**src/rtl/stopwatch_pkg.sv**
```systemverilog
// Shared types and constants for the BCD stopwatch engine.
package stopwatch_pkg;

  typedef enum logic [1:0] {
    IDLE    = 2'b00,
    RUNNING = 2'b01,
    PAUSED  = 2'b10,
    LAP     = 2'b11
  } sw_state_t;

  localparam logic [3:0] BCD_MAX = 4'd9;

endpackage

```
**src/rtl/stopwatch_core_bcd_digit.sv**
```systemverilog
// One BCD decade: counts 0..9 on inc, carries out when wrapping from 9.
module bcd_digit
  import stopwatch_pkg::*;
(
  input  logic       clk,
  input  logic       rst,
  input  logic       clr,
  input  logic       inc,
  output logic [3:0] digit,
  output logic       carry
);

  always_ff @(posedge clk) begin
    if (rst || clr)
      digit <= '0;
    else if (inc)
      digit <= (digit >= BCD_MAX) ? 4'd0 : digit + 4'd1;
  end

  assign carry = inc & (digit == BCD_MAX);

endmodule

```
**src/rtl/stopwatch_core.sv**
```systemverilog
// Stopwatch engine: button edges, mode FSM, tick divider and BCD chain.
module stopwatch_core
  import stopwatch_pkg::*;
#(
  parameter int DIGITS   = 4,
  parameter int TICK_DIV = 10,
  parameter int DIV_W    = 7
) (
  input  logic                clk,
  input  logic                rst,
  input  logic                start_stop,
  input  logic                lap,
  input  logic                clr,
  output logic [4*DIGITS-1:0] bcd,
  output logic [1:0]          state,
  output logic                lap_active,
  output logic                tick,
  output logic                overflow
);

  sw_state_t           st;
  logic [DIV_W-1:0]    div;
  logic [4*DIGITS-1:0] count;
  logic [4*DIGITS-1:0] lap_reg;
  logic [DIGITS:0]     chain;
  logic                prev_ss;
  logic                prev_lap;
  logic                prev_clr;
  logic                ss_p;
  logic                lap_p;
  logic                clr_p;
  logic                counting;
  logic                wipe;

  // History starts high so a button held through reset is not a press.
  always_ff @(posedge clk) begin
    if (rst) begin
      prev_ss  <= 1'b1;
      prev_lap <= 1'b1;
      prev_clr <= 1'b1;
    end else begin
      prev_ss  <= start_stop;
      prev_lap <= lap;
      prev_clr <= clr;
    end
  end

  assign ss_p  = start_stop & ~prev_ss;
  assign lap_p = lap & ~prev_lap;
  assign clr_p = clr & ~prev_clr;

  assign counting = (st == RUNNING) || (st == LAP);
  assign tick     = counting && (div == DIV_W'(TICK_DIV - 1));
  assign wipe     = clr_p && ((st == IDLE) || (st == PAUSED));

  always_ff @(posedge clk) begin
    if (rst) begin
      st       <= IDLE;
      div      <= '0;
      lap_reg  <= '0;
      overflow <= 1'b0;
    end else if (wipe) begin
      st       <= IDLE;
      div      <= '0;
      lap_reg  <= '0;
      overflow <= 1'b0;
    end else begin
      if (counting)
        div <= tick ? '0 : div + DIV_W'(1);
      if (chain[DIGITS])
        overflow <= 1'b1;
      case (st)
        IDLE: begin
          if (ss_p)
            st <= RUNNING;
        end
        RUNNING: begin
          if (ss_p) begin
            st <= PAUSED;
          end else if (lap_p) begin
            st      <= LAP;
            lap_reg <= count;
          end
        end
        LAP: begin
          if (ss_p)
            st <= PAUSED;
          else if (lap_p)
            st <= RUNNING;
        end
        PAUSED: begin
          if (ss_p)
            st <= RUNNING;
        end
        default: st <= IDLE;
      endcase
    end
  end

  assign chain[0] = tick;

  for (genvar i = 0; i < DIGITS; i++) begin : g_dig
    bcd_digit u_dig (
      .clk   (clk),
      .rst   (rst),
      .clr   (wipe),
      .inc   (chain[i]),
      .digit (count[4*i +: 4]),
      .carry (chain[i+1])
    );
  end

  assign state      = st;
  assign lap_active = (st == LAP);
  assign bcd        = lap_active ? lap_reg : count;

endmodule

```
**config.mk**
```make
export PLATFORM = sky130hd
export DESIGN_NAME = stopwatch_core
export DESIGN_NICKNAME = d
export VERILOG_FILES = /design/src/rtl/stopwatch_pkg.sv /design/src/rtl/stopwatch_core_bcd_digit.sv /design/src/rtl/stopwatch_core.sv
export SDC_FILE = /design/constraint.sdc
export NUM_CORES = 1
export LEC_CHECK = 0
export CORE_MARGIN = 2
export CORE_UTILIZATION = 56
export CTS_CLUSTER_DIAMETER = 60
export DETAILED_ROUTE_END_ITERATION = 16
export GPL_ROUTABILITY_DRIVEN = 0
export PLACE_DENSITY = 0.9
export SLEW_MARGIN = 30
export SYNTH_ARGS = -nofsm -noshare
export SYNTH_HDL_FRONTEND = slang
export SYNTH_HIERARCHICAL = 1
export SYNTH_SLANG_ARGS = --single-unit
```
**constraint.sdc**
```tcl
create_clock -name clk -period 4.15 [get_ports clk]
set_input_delay 0.6225 -clock clk [delete_from_list [all_inputs] [get_ports clk]]
set_output_delay 0.6225 -clock clk [all_outputs]
set_load 0.01 [all_outputs]
```
Yosys cells after proc, flatten, opt, wreduce, memory -nomap -nowiden. Cells that the tools add are included.

Register bits after elaboration: 45. Latch bits: 0. Bits in writable memories: 0. ROM bits: 0. Logic and storage cells: 64. Memories: 0.

$add $sub $neg: 5. Multipliers: 0. Div/mod/pow operators: 0. $lt $le $gt $ge: 4. Eq/ne operators: 11. Shift operators: 0. Muxes and demuxes: 12. Bitwise logic cells: 11. Reduce and logical (&&, ||, !) cells: 10.

Operator list (number): adder 4 x 1 -> 4 bit (second input constant) (4); equality test 4 bit (second input constant) (4); >= comparator 4 bit (second input constant) (4); two-way mux 16 bit (1); two-way mux 4 bit (4); two-way mux 2 bit (5); adder 7 x 1 -> 7 bit (second input constant) (1); bitwise AND 1 bit (7); equality test 7 x 4 -> 1 bit (second input constant) (1); two-way mux 7 bit (1); one-hot mux 2 bit (3 select lines) (1); AND reduction 3 bit (2); equality test 2 bit (second input constant) (2); inverter 1 bit (4); OR reduction 2 bit (2); logical OR 1 bit (3); inequality test 3 x 1 -> 1 bit (second input constant) (1); inequality test 3 bit (second input constant) (1); equality test 2 x 1 -> 1 bit (second input constant) (1); logical AND 1 bit (2); logical NOT 2 bit (1); inequality test 2 x 1 -> 1 bit (second input constant) (1).

Depth between registers and ports, before layout.
Depth in word-level cells: 7. Gate-level depth with buffers: 14. Mapped depth without buffers: 14.

By module. The synthesis kept the hierarchy.

By module, submodules not included: stopwatch_core (instances 1, cells each 161, area an instance 1457.6 sq um, sequential area each 580.6 sq um); bcd_digit (instances 4, cells each 24, area an instance 217.7 sq um, sequential area each 80.1 sq um).

Worst setup path before layout. Ideal clock, no wire load.

Path type: reg-to-reg. Start: reg div[4]. End: reg overflow. Setup time: 64 ps. Data arrival time: 3723 ps. Path slack: 364 ps. Cell stages (with the launch flop): 13. Path buffers: 0. Path through: dfxtp_1 or3_1 nor2_1 nand2_1 nor3b_1 nand2_1 nor3b_1 nand2_1 nor3b_1 nand2_1 nor3b_1 nor2_1 nor2_1.

Word-level cells in the longest chain between the ends: 6.

Ends and longest elaborated chain: start, declared (RTL line stopwatch_core.sv:22) `logic [DIV_W-1:0] div;`; start signal, assigned (RTL line stopwatch_core.sv:69) `div <= tick ? '0 : div + DIV_W'(1);`; equality test 7 x 4 -> 1 bit (RTL line stopwatch_core.sv:53) `assign tick = counting && (div == DIV_W'(TICK_DIV - 1));`; logical AND 1 bit (RTL line stopwatch_core.sv:53); named net tick (RTL line stopwatch_core.sv:17) `output logic tick,`; bitwise AND 1 bit (RTL line stopwatch_core_bcd_digit.sv:20) `assign carry = inc & (digit == BCD_MAX);`; named net chain[1] (RTL line stopwatch_core.sv:25) `logic [DIGITS:0] chain;`; bitwise AND 1 bit (RTL line stopwatch_core_bcd_digit.sv:20); named net chain[2] (RTL line stopwatch_core.sv:25); bitwise AND 1 bit (RTL line stopwatch_core_bcd_digit.sv:20); named net chain[3] (RTL line stopwatch_core.sv:25); bitwise AND 1 bit (RTL line stopwatch_core_bcd_digit.sv:20); named net chain[4] (RTL line stopwatch_core.sv:25); end signal, assigned (RTL line stopwatch_core.sv:61) `overflow <= 1'b0;`; end signal, assigned (RTL line stopwatch_core.sv:66) `overflow <= 1'b0;`; end signal, assigned (RTL line stopwatch_core.sv:71) `overflow <= 1'b1;`; end, declared (RTL line stopwatch_core.sv:18) `output logic overflow`.

The timed path passes the listed nets, and every way through them passes these cells. A chain may end at the register's enable or synchronous reset.

Worst setup path in the final report.
Start: reg div[0]. End: reg overflow.

Word-level cells in the longest chain between the ends: 6.

Ends and longest elaborated chain (RTL line): equality test 7 x 4 -> 1 bit (stopwatch_core.sv:53); logical AND 1 bit (stopwatch_core.sv:53); bitwise AND 1 bit (stopwatch_core_bcd_digit.sv:20); named net chain[1] (stopwatch_core.sv:25); bitwise AND 1 bit (stopwatch_core_bcd_digit.sv:20); named net chain[2] (stopwatch_core.sv:25); bitwise AND 1 bit (stopwatch_core_bcd_digit.sv:20); named net chain[3] (stopwatch_core.sv:25); bitwise AND 1 bit (stopwatch_core_bcd_digit.sv:20); named net chain[4] (stopwatch_core.sv:25).

The timed path passes the listed nets, and every way through them passes these cells.

==> key figures <==
GRT
  – GR Overflow Total: 0
  – Initial antenna violation count: 0
  – Global-route wire length before repair: 8.38 mm
  – Total track usage: 0.239
  – Vias in the first global route: between 1,500 and 2,000
  – Largest net degree at the start of global routing: 30

STA
  – Hold_ws: roughly 0.47 ns
  – Maximum clock rate: between 0.3 and 0.4 GHz
  – RSZ-0062 raised after global routing: false
  – Tcrit/Tclk final: 0.787
  – Final worst clock skew: between 0.006 and 0.007 ns
  – Final setup TNS: 0 ns
  – Worst-margin pin slew: 0.781 ns
  – Final setup vio count: 0
  – Worst rel slew slack: 0.478
  – Fin. Hold Viols: 0
  – Fin. max-slew vios: 0
  – Final min period: 3.27 ns

Clock tree
  – Clock Sinks: 45
  – Root buf cell: clkbuf_8
  – Clock transition at path regs: 0.08 ns
  – CTS Hold Buffers Added: 0
  – TritonCTS clock tree: built
  – Clk buf depth: 2
  – Post-CTS Resized: 0
  – Total CTS buffers: 5
  – Clk Latency, worst-skew pair: approximately 0.3 ns
  – H-tree levels: 2
  – Post-CTS Setup Inserts: 0

Pwr
  – LEAKAGE: around 0.00095 uW
  – Total power: a little over 800 uW
  – Peak supply drop: 0.000263 V
  – PD cells: 300 mW/mm^2

Synthesis
  – Synth Instances: approximately 260
  – Post-synthesis mux area share: 0.0946
  – Compound-cell area share of the yosys netlist: 0.128
  – Post-synthesis adder-cell area fraction: 0.0752
  – Post-synthesis async set-or-reset flop share: 0
  – Synth Area in XOR/XNOR: 0.0564
  – Largest area contributor in the netlist: dfxtp_1
  – Main combinational cell family by area after synthesis: simple AND/OR/NAND/NOR gates
  – Top_reg_cell synth: dfxtp_1
  – Simple-Gate Fraction of Synth Area: 0.208
  – Syn. warnings: 6
  – Syn Std Cell Area: roughly 0.0023 sq mm
  – Sequential cell area fraction in the yosys report: 0.387
  – Area share of the leading cell type in the synthesized netlist: 0.387
  – Synth cell types: 33
  – Synthesized area per cell: ~9.1 sq um
  – Number of synthesized flops with an enable pin: 0
  – Synth top area cells: dfxtp_1, mux2_2, ha_1, nand4_1, o31ai_1
  – Post-Syn Nets: 276
  – FF+latch count, synth: 45

Setup path
  – CP Launch Point: div[0]
  – CP peak stage delay: about 0.57 ns
  – CP delay by family, top: simple AND/OR/NAND/NOR gates
  – CP cell instances: ha_1 -> nand4b_1 -> nor2_1 -> buf_4 -> nand2_1 -> nor3b_1 -> buf_4 -> nand2_1 -> nor3b_1 -> buf_4 -> nand2_1 -> nor3b_1 -> nand2_1 -> nor3b_1 -> nor2_1 -> nor2_1
  – Crit path kind: register to register
  – Crit end category: register
  – Critical Path Source Type: register
  – WP depth: 16
  – WP data required: 4.39 ns
  – Critical Path AT: around 3.5 ns
  – Crit-path max FO: 10
  – Worst r2r src: div[0]
  – Slowest CP cell: nor3b_1
  – Worst path buffer plus inverter count: 3
  – R2R depth: 16

Placement
  – Post-placement cell count: 322
  – Placed cell area: roughly 0.0026 sq mm
  – Port Buffers: 25
  – Dpl hpwl: about 3.3 mm

Cells and area
  – Finished Layout Cells: 330
  – Filler cells: roughly 320
  – Share of cells above drive strength 1: 0.136
  – Antenna diodes: 0
  – Final nets: ~300
  – Area Growth Syn to Fin: 17.0%
  – Final Cell Area: ~0.0027 sq mm

Floorplanning
  – Initial Util: 0.582
  – Die area: roughly 0.0047 sq mm
  – Die Y: approximately 68 um
  – Die X: ~68 um
  – Row count: 23
  – Core Area: about 0.0040 sq mm
  – Number of I/O pins: 26

Route
  – Total vias in the final route: ~1,900
  – Antenna Nets Post-Route: 0
  – Vias per cell: 5.88
  – First-pass iteration count of the detailed router: 4
  – Residual DRC: 0
  – Drt wl/cell: about 15 um
  – Drt total wl: just over 5 mm
  – DR iter-0 viols: between 100 and 150

Run status
  – Status: finished, final reports clean

Hold path
  – Hold depth: 2
  – Min-delay worst type: register to register
  – HP Start: lap_reg[14]

Job
  – Max Cap Violations: 0
-- routing by layer --
| layer | share of wire | global-route usage | vias to the layer above |
|---|---|---|---|
| met1 | 0.46 | 0.312 | 920 |
| met2 | 0.48 | 0.376 | 46 |
| met5 | 0 | 0 | - |
| li1 | - | - | 967 |
| met4 | 0.017 | 0.0950 | 0 |
| met3 | 0.049 | 0.0592 | 8 |
-- where the power goes --
| group | leakage (uW) | total [uW] | switching, uW | internal, uW |
|---|---|---|---|---|
| sequential | 0.000363 | 436 | 2.39 | 434 |
| clock | 0.0000585 | 340 | 144 | 196 |
| combinational | 0.000528 | 41.3 | 29.2 | 12.0 |
-- layout make-up --
cell class                      count  area, sq um  share of cell area
Inverter                           11         41.3              0.0152
Clock inverter                      1         30.0              0.0110
Multi-Input combinational cell    186         1320               0.483
Tap cell                           50         62.6              0.0230
Timing Repair Buffer               30          288               0.106
Clock buffer                        7         86.3              0.0317
Sequential cell                    45          901               0.331
-- Yosys cell counts, types with 4 or more instances --
library cell  number
a21oi_1           21
buf_2              8
clkbuf_1           4
dfxtp_1           45
ha_1              14
inv_1             10
mux2_2            16
mux2i_1            4
nand2_1           15
nand4_1           22
nor2_1            23
nor3b_1            9
o21ai_0            5
o21ai_2            4
o31ai_1           15
or2_2              4
xnor2_1            4
xor2_1            11
-- path summary, 6_finish.rpt --
check	to	slack [ns]
hold reg to reg	lap_reg[14]	0.47
setup / recovery	overflow	0.88
hold / removal	lap_reg[14]	0.47
setup reg to reg	overflow	0.88
-- worst min-delay path, delay by kind of cell, from the launching register on --
family             cells  cell delay (ns)
AOI/OAI and AO/OA      2             0.12
DFF                    1             0.31
-- through the flow --
| step | utilization | worst slack (ns) |
|---|---|---|
| 5_1_grt | 0.681 | 0.430 |
| 3_5_place_dp | 0.650 | 0.912 |
| 2_1_floorplan | - | 0.364 |
| 4_1_cts | 0.679 | 0.872 |
| 3_3_place_gp | 0.650 | 1.02 |
| 6_report | 0.681 | 0.884 |
-- cells in the final DEF, fill, tap and decap left out --
cell             synthesis  routed
nand4b_1                 1       1
o31ai_1                 15      15
nor3b_1                  9       9
bufinv_16                0       1
xnor2_1                  4       4
or2_2                    4       4
o31ai_2                  1       1
clkdlybuf4s50_1          0      25
nor2b_1                  3       3
o21ai_0                  5       5
xor2_1                  11      11
dfxtp_1                 45      45
ha_1                    14      14
or3_1                    3       3
clkinv_1                 1       1
a21oi_1                 21      21
nand2_1                 15      15
nand3_1                  3       3
mux2i_1                  4       4
nand4_1                 22      22
clkbuf_8                 0       6
clkbuf_1                 4       1
nor2_1                  23      23
nand2b_1                 1       1
mux2_2                  16      16
a211oi_1                 1       1
nor3_1                   3       3
buf_4                    1       5
o21ai_2                  4       4
nand3b_1                 1       1
inv_1                   10      10
or3b_1                   1       1
nor3b_4                  0       1
-- logic make-up (layout without fill, tap and decap cells) --
kind of cell	Yosys count	count (layout)
buf+inv	26	49
simple gates	90	90
compound gates	47	47
fa+ha+maj	14	14
mux	20	20
flops	45	45
xor+xnor	15	15
(Power assumes the default switching activity.)
